## src/rtl/nibble_encoder_display.sv

```systemverilog
// Registered 4-bit binary-to-Gray encoder driving four 1-bit seven-segment digits.
// Optional hex glyph of the encoded nibble is enabled by defining HEX_DISPLAY_EN.
module nibble_encoder_display #(
    parameter bit SEG_ACTIVE_LOW = 1'b0
) (
    input  logic       clock,
    input  logic       reset,
    input  logic       ready,
    input  logic       a,
    input  logic       b,
    input  logic       c,
    input  logic       d,
    output logic       s3,
    output logic       s2,
    output logic       s1,
    output logic       s0,
    output logic       valid,
    output logic [6:0] display3,
    output logic [6:0] display2,
    output logic [6:0] display1,
`ifdef HEX_DISPLAY_EN
    output logic [6:0] display0,
    output logic [6:0] display_hex
`else
    output logic [6:0] display0
`endif
);

    logic [1:0] rst_sync_r;
    logic       rst_n_s;
    logic [3:0] code_r;
    logic       valid_r;
    logic [3:0] gray_s;
    logic [6:0] seg3_s;
    logic [6:0] seg2_s;
    logic [6:0] seg1_s;
    logic [6:0] seg0_s;

    function automatic logic [3:0] gray_encode(input logic [3:0] bin);
        return bin ^ {1'b0, bin[3:1]};
    endfunction

    function automatic logic [6:0] seg_polarity(input logic [6:0] seg);
        logic [6:0] out_v;
        if (SEG_ACTIVE_LOW) begin
            out_v = ~seg;
        end else begin
            out_v = seg;
        end
        return out_v;
    endfunction

    function automatic logic [6:0] seg_digit(input logic bit_v);
        logic [6:0] seg_v;
        case (bit_v)
            1'b0:    seg_v = 7'b1111110;
            1'b1:    seg_v = 7'b0110000;
            default: seg_v = 7'b1111110;
        endcase
        return seg_polarity(seg_v);
    endfunction

`ifdef HEX_DISPLAY_EN
    logic [6:0] seg_hex_s;

    function automatic logic [6:0] seg_hex(input logic [3:0] nib);
        logic [6:0] seg_v;
        case (nib)
            4'h0:    seg_v = 7'h7E;
            4'h1:    seg_v = 7'h30;
            4'h2:    seg_v = 7'h6D;
            4'h3:    seg_v = 7'h79;
            4'h4:    seg_v = 7'h33;
            4'h5:    seg_v = 7'h5B;
            4'h6:    seg_v = 7'h5F;
            4'h7:    seg_v = 7'h70;
            4'h8:    seg_v = 7'h7F;
            4'h9:    seg_v = 7'h7B;
            4'hA:    seg_v = 7'h77;
            4'hB:    seg_v = 7'h1F;
            4'hC:    seg_v = 7'h4E;
            4'hD:    seg_v = 7'h3D;
            4'hE:    seg_v = 7'h4F;
            4'hF:    seg_v = 7'h47;
            default: seg_v = 7'h7E;
        endcase
        return seg_polarity(seg_v);
    endfunction
`endif

    // Reset synchroniser: asserts immediately, releases two clock edges later.
    always_ff @(posedge clock or negedge reset) begin
        if (!reset) begin
            rst_sync_r <= 2'b00;
        end else begin
            rst_sync_r <= {rst_sync_r[0], 1'b1};
        end
    end

    assign rst_n_s = rst_sync_r[1];
    assign gray_s  = gray_encode({a, b, c, d});

    // Capture register: loads the Gray code on ready, otherwise holds.
    always_ff @(posedge clock or negedge rst_n_s) begin
        if (!rst_n_s) begin
            code_r  <= 4'b0000;
            valid_r <= 1'b0;
        end else if (ready) begin
            code_r  <= gray_s;
            valid_r <= 1'b1;
        end else begin
            code_r  <= code_r;
            valid_r <= valid_r;
        end
    end

    // Digit decoders follow the registered code combinationally.
    always_comb begin
        seg3_s = seg_digit(code_r[3]);
        seg2_s = seg_digit(code_r[2]);
        seg1_s = seg_digit(code_r[1]);
        seg0_s = seg_digit(code_r[0]);
    end

`ifdef HEX_DISPLAY_EN
    // Hex glyph of the whole encoded nibble.
    always_comb begin
        seg_hex_s = seg_hex(code_r);
    end

    assign display_hex = seg_hex_s;
`endif

    assign s3       = code_r[3];
    assign s2       = code_r[2];
    assign s1       = code_r[1];
    assign s0       = code_r[0];
    assign valid    = valid_r;
    assign display3 = seg3_s;
    assign display2 = seg2_s;
    assign display1 = seg1_s;
    assign display0 = seg0_s;

endmodule

```

## config.mk

```make
export PLATFORM = sky130hd
export DESIGN_NAME = nibble_encoder_display
export DESIGN_NICKNAME = d
export VERILOG_FILES = /design/src/rtl/nibble_encoder_display.sv
export SDC_FILE = /design/constraint.sdc
export NUM_CORES = 1
export LEC_CHECK = 0
export ABC_AREA = 0
export BUFFER_PORTS_ARGS = -buffer_cell sky130_fd_sc_hd__buf_2
export CORE_MARGIN = 1.5
export CORE_UTILIZATION = 30
export CTS_CLUSTER_DIAMETER = 120
export DETAILED_ROUTE_END_ITERATION = 8
export GPL_TIMING_DRIVEN = 0
export PLACE_DENSITY = 0.69
export SYNTH_ARGS = -nofsm -noshare
export SYNTH_HDL_FRONTEND = slang
export SYNTH_SLANG_ARGS = --single-unit
export TNS_END_PERCENT = 30
```

## constraint.sdc

```tcl
create_clock -name clock -period 0.8 [get_ports clock]
set_input_delay 0.08 -clock clock [delete_from_list [all_inputs] [get_ports clock]]
set_output_delay 0.08 -clock clock [all_outputs]
set_load 0.02 [all_outputs]
```

## Word-level counts from Yosys, hierarchy flattened

Index checks and enable logic that the tools add are counted.

- Bits in registers: 7
- Bits in latches: 0
- Memory bits (writable): 0
- ROM bits: 0
- Input port bits: 7
- Output and inout bits: 33
- Word-level logic and storage cells: 12
- Memories kept: 0

- Add/sub/neg operators: 0
- Multipliers: 0
- Divide/modulo/power cells: 0
- $lt $le $gt $ge: 0
- Equality and inequality tests: 0
- Shift-type cells: 0
- Muxes and demuxes: 4
- Bitwise logic cells: 5
- Reductions and logical operators: 0

Operators with widths:

| operator | count |
|---|---|
| $pmux W7 S2 | 4 |
| $not A1 Y1 | 4 |
| $xor A4 B3 Y4 | 1 |

## Longest topological paths before layout

Gate-level depths: netlist of run 1.

- Word-level depth: 2
- Mapped depth: 3
- Mapped depth without buffers: 2

## Worst setup path after synthesis of run 1

No wires, ideal clock.

- Path type: register to output
- From: register code_r[3]
- To: output port display3[2]
- Data arrival time: 0.851 ns
- Required time: 0.720 ns
- Slack: -0.131 ns
- Cell stages (with the launch flop): 3
- Path buffers: 1
- Cell sequence: dfrtp_1 -> inv_1 -> buf_4

- Longest elaborated chain between the ends: 2

Ends and longest elaborated chain:

| item | RTL line | source |
|---|---|---|
| from (decl) | 31 | `logic [3:0] code_r;` |
| from (signal assigned) | 109 | `code_r <= gray_s;` |
| from (signal assigned) | 112 | `code_r <= code_r;` |
| $not A1 Y1 | 55 | `case (bit_v)` |
| $pmux W7 S2 * | 55 |  |
| to (decl) | 18 | `output logic [6:0] display3,` |

Mark *: on every way between the ends. The rest lies on a longest branch, timed or not. The select of a mux whose other input is x is not followed.

## Worst setup path after layout of run 1

- From: register code_r[2]
- To: output port display2[6]

- Longest elaborated chain between the ends: 2

Ends and longest elaborated chain:

| item | RTL line | source |
|---|---|---|
| $not A1 Y1 | 55 |  |
| $pmux W7 S2 * | 55 |  |
| to (decl) | 19 | `output logic [6:0] display2,` |

Marks and branches as above.

==> results of run 1 <==
[cells in the final DEF (no fill, tap or decap), drive strengths merged]
cell type     n
buf          54
o21ai         1
xnor2         3
nand2         1
dfrtp         7
or2           1
dlygate4sd3   1
a21oi         3
conb         13
clkbuf        4
inv           4
nor2          3
[power by group]
part           switching [uW]  leakage (uW)  total [uW]  internal (uW)
logic                     355      0.000362         756            402
clock network             136     0.0000150         327            191
registers                33.3     0.0000739         421            387
[path summary, 6_finish.rpt]
path	start	endpoint	slack [ns]	depth (start not counted)
hold reg to reg	rst_sync_r[1]	code_r[2]	0.07	0
min in group asynchronous	rst_sync_r[1]	code_r[2]	0.07	0
hold / removal	ready	code_r[1]	0.04	2
setup reg to reg	code_r[0]	code_r[0]	-0.01	3
setup / recovery	code_r[2]	display2[6]	-0.24	3
max in group asynchronous	rst_sync_r[1]	code_r[3]	0.52	0
[sequential cells by signal, summed over array words and instances, names as in the netlist]
| signal | cells |
|---|---|
| rst_sync_r | 2 |
| valid | 1 |
| code_r | 4 |
[cells by family (layout without fill, tap and decap cells)]
kind of cell / after synthesis / count (layout) / synth area share (%)
other cells: 2 / 13 / 1.64
buf+inv: 29 / 63 / 45.2
simple gates: 5 / 5 / 4.66
flops: 7 / 7 / 38.4
xor+xnor: 3 / 3 / 5.75
compound gates: 4 / 4 / 4.38
[per-stage QoR]
stage	area (um^2)	hold slack, ns	TNS (ns)	power, uW
after floorplan	505	-0.216	-0.146	828
after global placement	654	-0.135	0	955
after detailed placement	654	-0.132	0	965
after CTS	774	0.0201	-4.10	1410
after global routing	858	0.0330	-4.85	1580
final	858	0.0357	-4.04	1500
[final cells by class]
class                      count  share of cell area (%)
inverter                       4                    2.92
timing repair buffer          30                    28.6
multi-input combinational     25                    14.7
tap                           15                    2.19
buffer                        25                    27.6
clock buffer                   4                    3.06
sequential                     7                    21.0
[worst max-delay path, delay by kind of cell (launching register included)]
family	cells	cell delay (ns)
flops	1	0.43
buf+inv	3	0.27
[layer usage]
| metal | track usage, % | vias up | wire length, um | share of wire (%) |
|---|---|---|---|---|
| met5 | 0 | - | 0 | 0 |
| met4 | 1.88 | 0 | 13 | 1.4 |
| met3 | 6.03 | 2 | 92 | 9.8 |
| met2 | 21.9 | 23 | 576 | 61 |
| met1 | 8.85 | 171 | 256 | 27 |
| li1 | - | 204 | - | - |
[repair_timing]
action / CTS / global route
pin swaps: 0 / 1
gates resized for setup: 27 / 18
buffers inserted: 0 / 3
hold endpoints to repair: 2 / 0
setup endpoints to repair: 21 / 21
hold buffers: 1 / 0
==> results.json, run 1 <==
{
  "rows": 13,
  "drt-total-wl_um": 938,
  "synth_area_um2": 457,
  "drt_pass1_iterations": 2,
  "syn_inst": 50,
  "drc": 0,
  "die_area_um2": 1770,
  "min_period_ns": 1.04,
  "max_freq_ghz": 0.964,
  "antenna_found_initial": 0,
  "ys_seq_area_share_pct": 38.4,
  "grt_pass1_vias": 359,
  "io_buffers": 26,
  "cts_tree": "built",
  "grt_max_degree": 10,
  "finalSetupViolCount": 24,
  "numCtsBuffers": 3,
  "fin_nets": 103,
  "finalMaxSlewViolations": 0,
  "areaGrowthSynthToFinish_pct": 87.9,
  "grt_pass1_wl_um": 1430,
  "path_class": "flip-flop to output pin",
  "multi_input_area_um2": 126,
  "cp_cell_sequence": "inv_4 > buf_6 > buf_6",
  "synth.area.top_cells": "buf_4 39%, dfrtp_1 38%, xnor2_1 5.8%",
  "seq_area_um2": 180,
  "fillers": 125,
  "globalplace.congestion": 0.689,
  "ys_types": 11,
  "cts_max_level": 1,
  "finalNonFillerCells": 110,
  "crit_fanout": 4,
  "clock-sinks": 7,
  "drtIter0Drc": 3,
  "end_kind": "output pin",
  "cp_slowest_cell": "dfrtp_2",
  "grt_usage_pct": 10.8,
  "crit_path_frequent_cell": "buf_6",
  "wl_per_cell_um": 8.53,
  "utilization_pct": 62.8,
  "die-width_um": 42.0,
  "syn_area_per_cell_um2": 9.13,
  "startpoint_type": "flip-flop",
  "cpPeakStageDelay_ns": 0.43,
  "clock_skew_ns": 0.00804,
  "detail_route.vias_per_cell": 3.64,
  "hpwlAfterDp_um": 666,
  "cap_violations": 0,
  "critPathArrivalTime_ns": 0.96,
  "clock_tree.buffer_depth": 2,
  "dpl.cell_count": 102,
  "hold_path.class": "input pin to flip-flop",
  "initial_core_util_pct": 33.4,
  "insertion_delay_ns": 0.26,
  "synthFlopType": "dfrtp_1",
  "preCtsSetupSlack_ns": 0.000909,
  "synth_async_sr_flop_share_pct": 100,
  "core_area_um2": 1370,
  "synth-edff-count": 0,
  "grt_setup_unrepaired": "yes",
  "synth_commonest_cells": "24 x buf_4, 7 x dfrtp_1, 4 x inv_1",
  "synth-seq-cells": 7,
  "io_pins": 40,
  "finalHoldViolCount": 0,
  "fin_crit_sh_pct": 130,
  "setup_slack_ns": -0.238,
  "leakagePower_uw": 0.000451,
  "yosys_warnings": 0,
  "cp.required_ns": 0.72,
  "violations": "setup timing",
  "path_clk_slew_ns": 0.06,
  "cts-root-buf": "clkbuf_4",
  "vias": 400,
  "netlist.area_leader.share_pct": 39.5,
  "drive_gt1_share_pct": 70.5,
  "vdd_drop_max_v": 0.00125,
  "diodes": 0,
  "drtAntennaViolNets": 0,
  "synthMostInstantiatedCell": "buf_4",
  "synth_top_cell_by_area": "buf_4",
  "chipHeight_um": 42.0,
  "status": "finished with violations",
  "overflow": 0,
  "p_per_area_nw_per_um2": 1750
}
Note: power is estimated with default switching activity, not from simulation.
==> run 2, diff against run 1 <==
--- a/config.mk
+++ b/config.mk
@@ -6,13 +6,15 @@
 export NUM_CORES = 1
 export LEC_CHECK = 0
 export ABC_AREA = 0
-export BUFFER_PORTS_ARGS = -buffer_cell sky130_fd_sc_hd__buf_2
+export BUFFER_PORTS_ARGS = -buffer_cell sky130_fd_sc_hd__buf_4
+export CELL_PAD_IN_SITES_DETAIL_PLACEMENT = 0
+export CELL_PAD_IN_SITES_GLOBAL_PLACEMENT = 2
 export CORE_MARGIN = 1.5
-export CORE_UTILIZATION = 30
+export CORE_UTILIZATION = 16
 export CTS_CLUSTER_DIAMETER = 120
 export DETAILED_ROUTE_END_ITERATION = 8
 export GPL_TIMING_DRIVEN = 0
-export PLACE_DENSITY = 0.69
+export PLACE_DENSITY_LB_ADDON = 0.1
 export SYNTH_ARGS = -nofsm -noshare
 export SYNTH_HDL_FRONTEND = slang
 export SYNTH_SLANG_ARGS = --single-unit
==> run 2 against run 1 <==
The flow still finishes with violations (setup timing); total power is 4.1% lower; first-iteration DRC count down 33%; via count down 4.8%; register-to-register slack improved by 0.10 ns; combinational power fell by 6.0%; sequential share of layout area up 0.15 points; sequential power barely moved; clock power is 5% lower; count of clock-buffer cells in the layout unchanged; largest cell class unchanged.
==> results.json, run 2 (synthesized netlist as in run 1, its figures left out) <==
{
  "status": "finished with violations",
  "violations": "setup timing",
  "cp_slowest_cell": "dfrtp_2",
  "cts-root-buf": "clkbuf_4",
  "diodes": 0,
  "utilization_pct": 31.2,
  "die_area_um2": 3180,
  "drtAntennaViolNets": 0,
  "numCtsBuffers": 3,
  "wl_per_cell_um": 6.93,
  "critPathArrivalTime_ns": 0.95,
  "fin_crit_sh_pct": 128,
  "die-width_um": 56.4,
  "hpwlAfterDp_um": 724,
  "finalNonFillerCells": 123,
  "grt_pass1_vias": 347,
  "grt_max_degree": 10,
  "cpPeakStageDelay_ns": 0.43,
  "clock_tree.buffer_depth": 2,
  "crit_fanout": 4,
  "grt_usage_pct": 5.88,
  "max_freq_ghz": 0.973,
  "rows": 19,
  "worst-path-buf-inv": 3,
  "vdd_drop_max_v": 0.000679,
  "holdWs_ns": 0.0318,
  "clock_skew_ns": 0.00680,
  "final_cell_mix": "31 x buf_4, 20 x buf_6, 13 x conb_1, 4 x dfrtp_2",
  "chipHeight_um": 56.4,
  "setup_slack_ns": -0.227,
  "dpl.cell_count": 118,
  "areaGrowthSynthToFinish_pct": 86.6,
  "drt-total-wl_um": 853,
  "largest_reg_flops": 4,
  "detail_route.vias_per_cell": 3.10,
  "insertion_delay_ns": 0.25,
  "antenna_found_initial": 0,
  "cp.required_ns": 0.72,
  "drc": 0,
  "drtIter0Drc": 2,
  "startpoint": "code_r[0]",
  "io_buffers": 26,
  "initial_core_util_pct": 16.7,
  "rrSetupSlack_ns": 0.09,
  "hold_start": "ready",
  "cp_cell_sequence": "inv_4 > buf_6 > buf_6",
  "finalSetupViolCount": 21,
  "core_area_um2": 2730,
  "overflow": 0,
  "post_dp_cell_area_um2": 739,
  "vias": 381,
  "cap_violations": 0,
  "regToRegStartpoint": "valid",
  "cts_max_level": 1,
  "end_kind": "output pin",
  "fin_nets": 100,
  "path_clk_slew_ns": 0.05,
  "clock-sinks": 7,
  "fillers": 301,
  "crit_path_frequent_cell": "buf_6",
  "critPathTopFamily": "flip-flops",
  "finalHoldViolCount": 0,
  "globalplace.congestion": 0.608,
  "cts_tree": "built",
  "finalMaxSlewViolations": 0,
  "path_class": "flip-flop to output pin",
  "startpoint_type": "flip-flop",
  "drt_pass1_iterations": 2,
  "grt_setup_unrepaired": "yes",
  "p_per_area_nw_per_um2": 1690,
  "leakagePower_uw": 0.000442,
  "regMostFlops": "code_r",
  "grt_pass1_wl_um": 1420,
  "min_period_ns": 1.03,
  "final_cell_area_um2": 852,
  "drive_gt1_share_pct": 67.4,
  "io_pins": 40,
  "final_common_cell": "buf_4",
  "hold_path.class": "input pin to flip-flop"
}
[run 2: cell count changes in the layout (fill, tap and decap cells not counted)]
cell and change:
nor2_4 -1, inv_4 -1, buf_6 -5, buf_2 -11, buf_4 +13, nor2_1 +2, nor2_2 -1, inv_2 +1
[run 2: metrics by stage]
stage / setup TNS, ns / total power (uW) / setup WS, ns
after floorplan: -0.146 / 828 / -0.0162
after global routing: -4.69 / 1540 / -0.280
final: -3.75 / 1440 / -0.227
after CTS: -4.08 / 1450 / -0.243
after global placement: 0 / 1040 / 0.0203
after detailed placement: 0 / 1040 / 0.0178
[run 2: area by class of cell]
type | instances | area (um^2) | area share [%]
Timing Repair Buffer | 27 | 254 | 29.8
Buffer | 25 | 214 | 25.1
Inverter | 4 | 22.5 | 2.64
Clock buffer | 4 | 26.3 | 3.08
Multi-Input combinational cell | 25 | 116 | 13.7
Tap cell | 31 | 38.8 | 4.55
Sequential cell | 7 | 180 | 21.1
[run 2: worst paths after layout]
kind | cells past startpoint | to
worst min-delay path | 2 | code_r[1]
worst min register to register | 0 | code_r[0]
worst max-delay path | 3 | display0[2]
max in group asynchronous | 0 | code_r[3]
worst max register to register | 1 | valid
min in group asynchronous | 0 | code_r[0]
[run 2: layer usage]
metal	up-vias	part of all wire (%)	track usage [%]
li1	198	-	-
met1	164	41	6.52
met2	19	52	9.80
met3	0	7.4	3.46
met4	0	0	1.02
met5	-	0	0
[run 2: repair_timing]
item	4_1_cts	5_1_grt
hold buffers	1	0
gates cloned	0	0
setup buffers	0	0
hold endpoints to repair	2	0
resized for setup	17	4
setup endpoints to repair	21	21
[run 2: where the power goes]
| group | internal [uW] | total, uW | switching (uW) | leakage (uW) |
|---|---|---|---|---|
| logic | 379 | 711 | 332 | 0.000353 |
| clock network | 190 | 312 | 122 | 0.0000150 |
| registers | 388 | 420 | 32.2 | 0.0000739 |
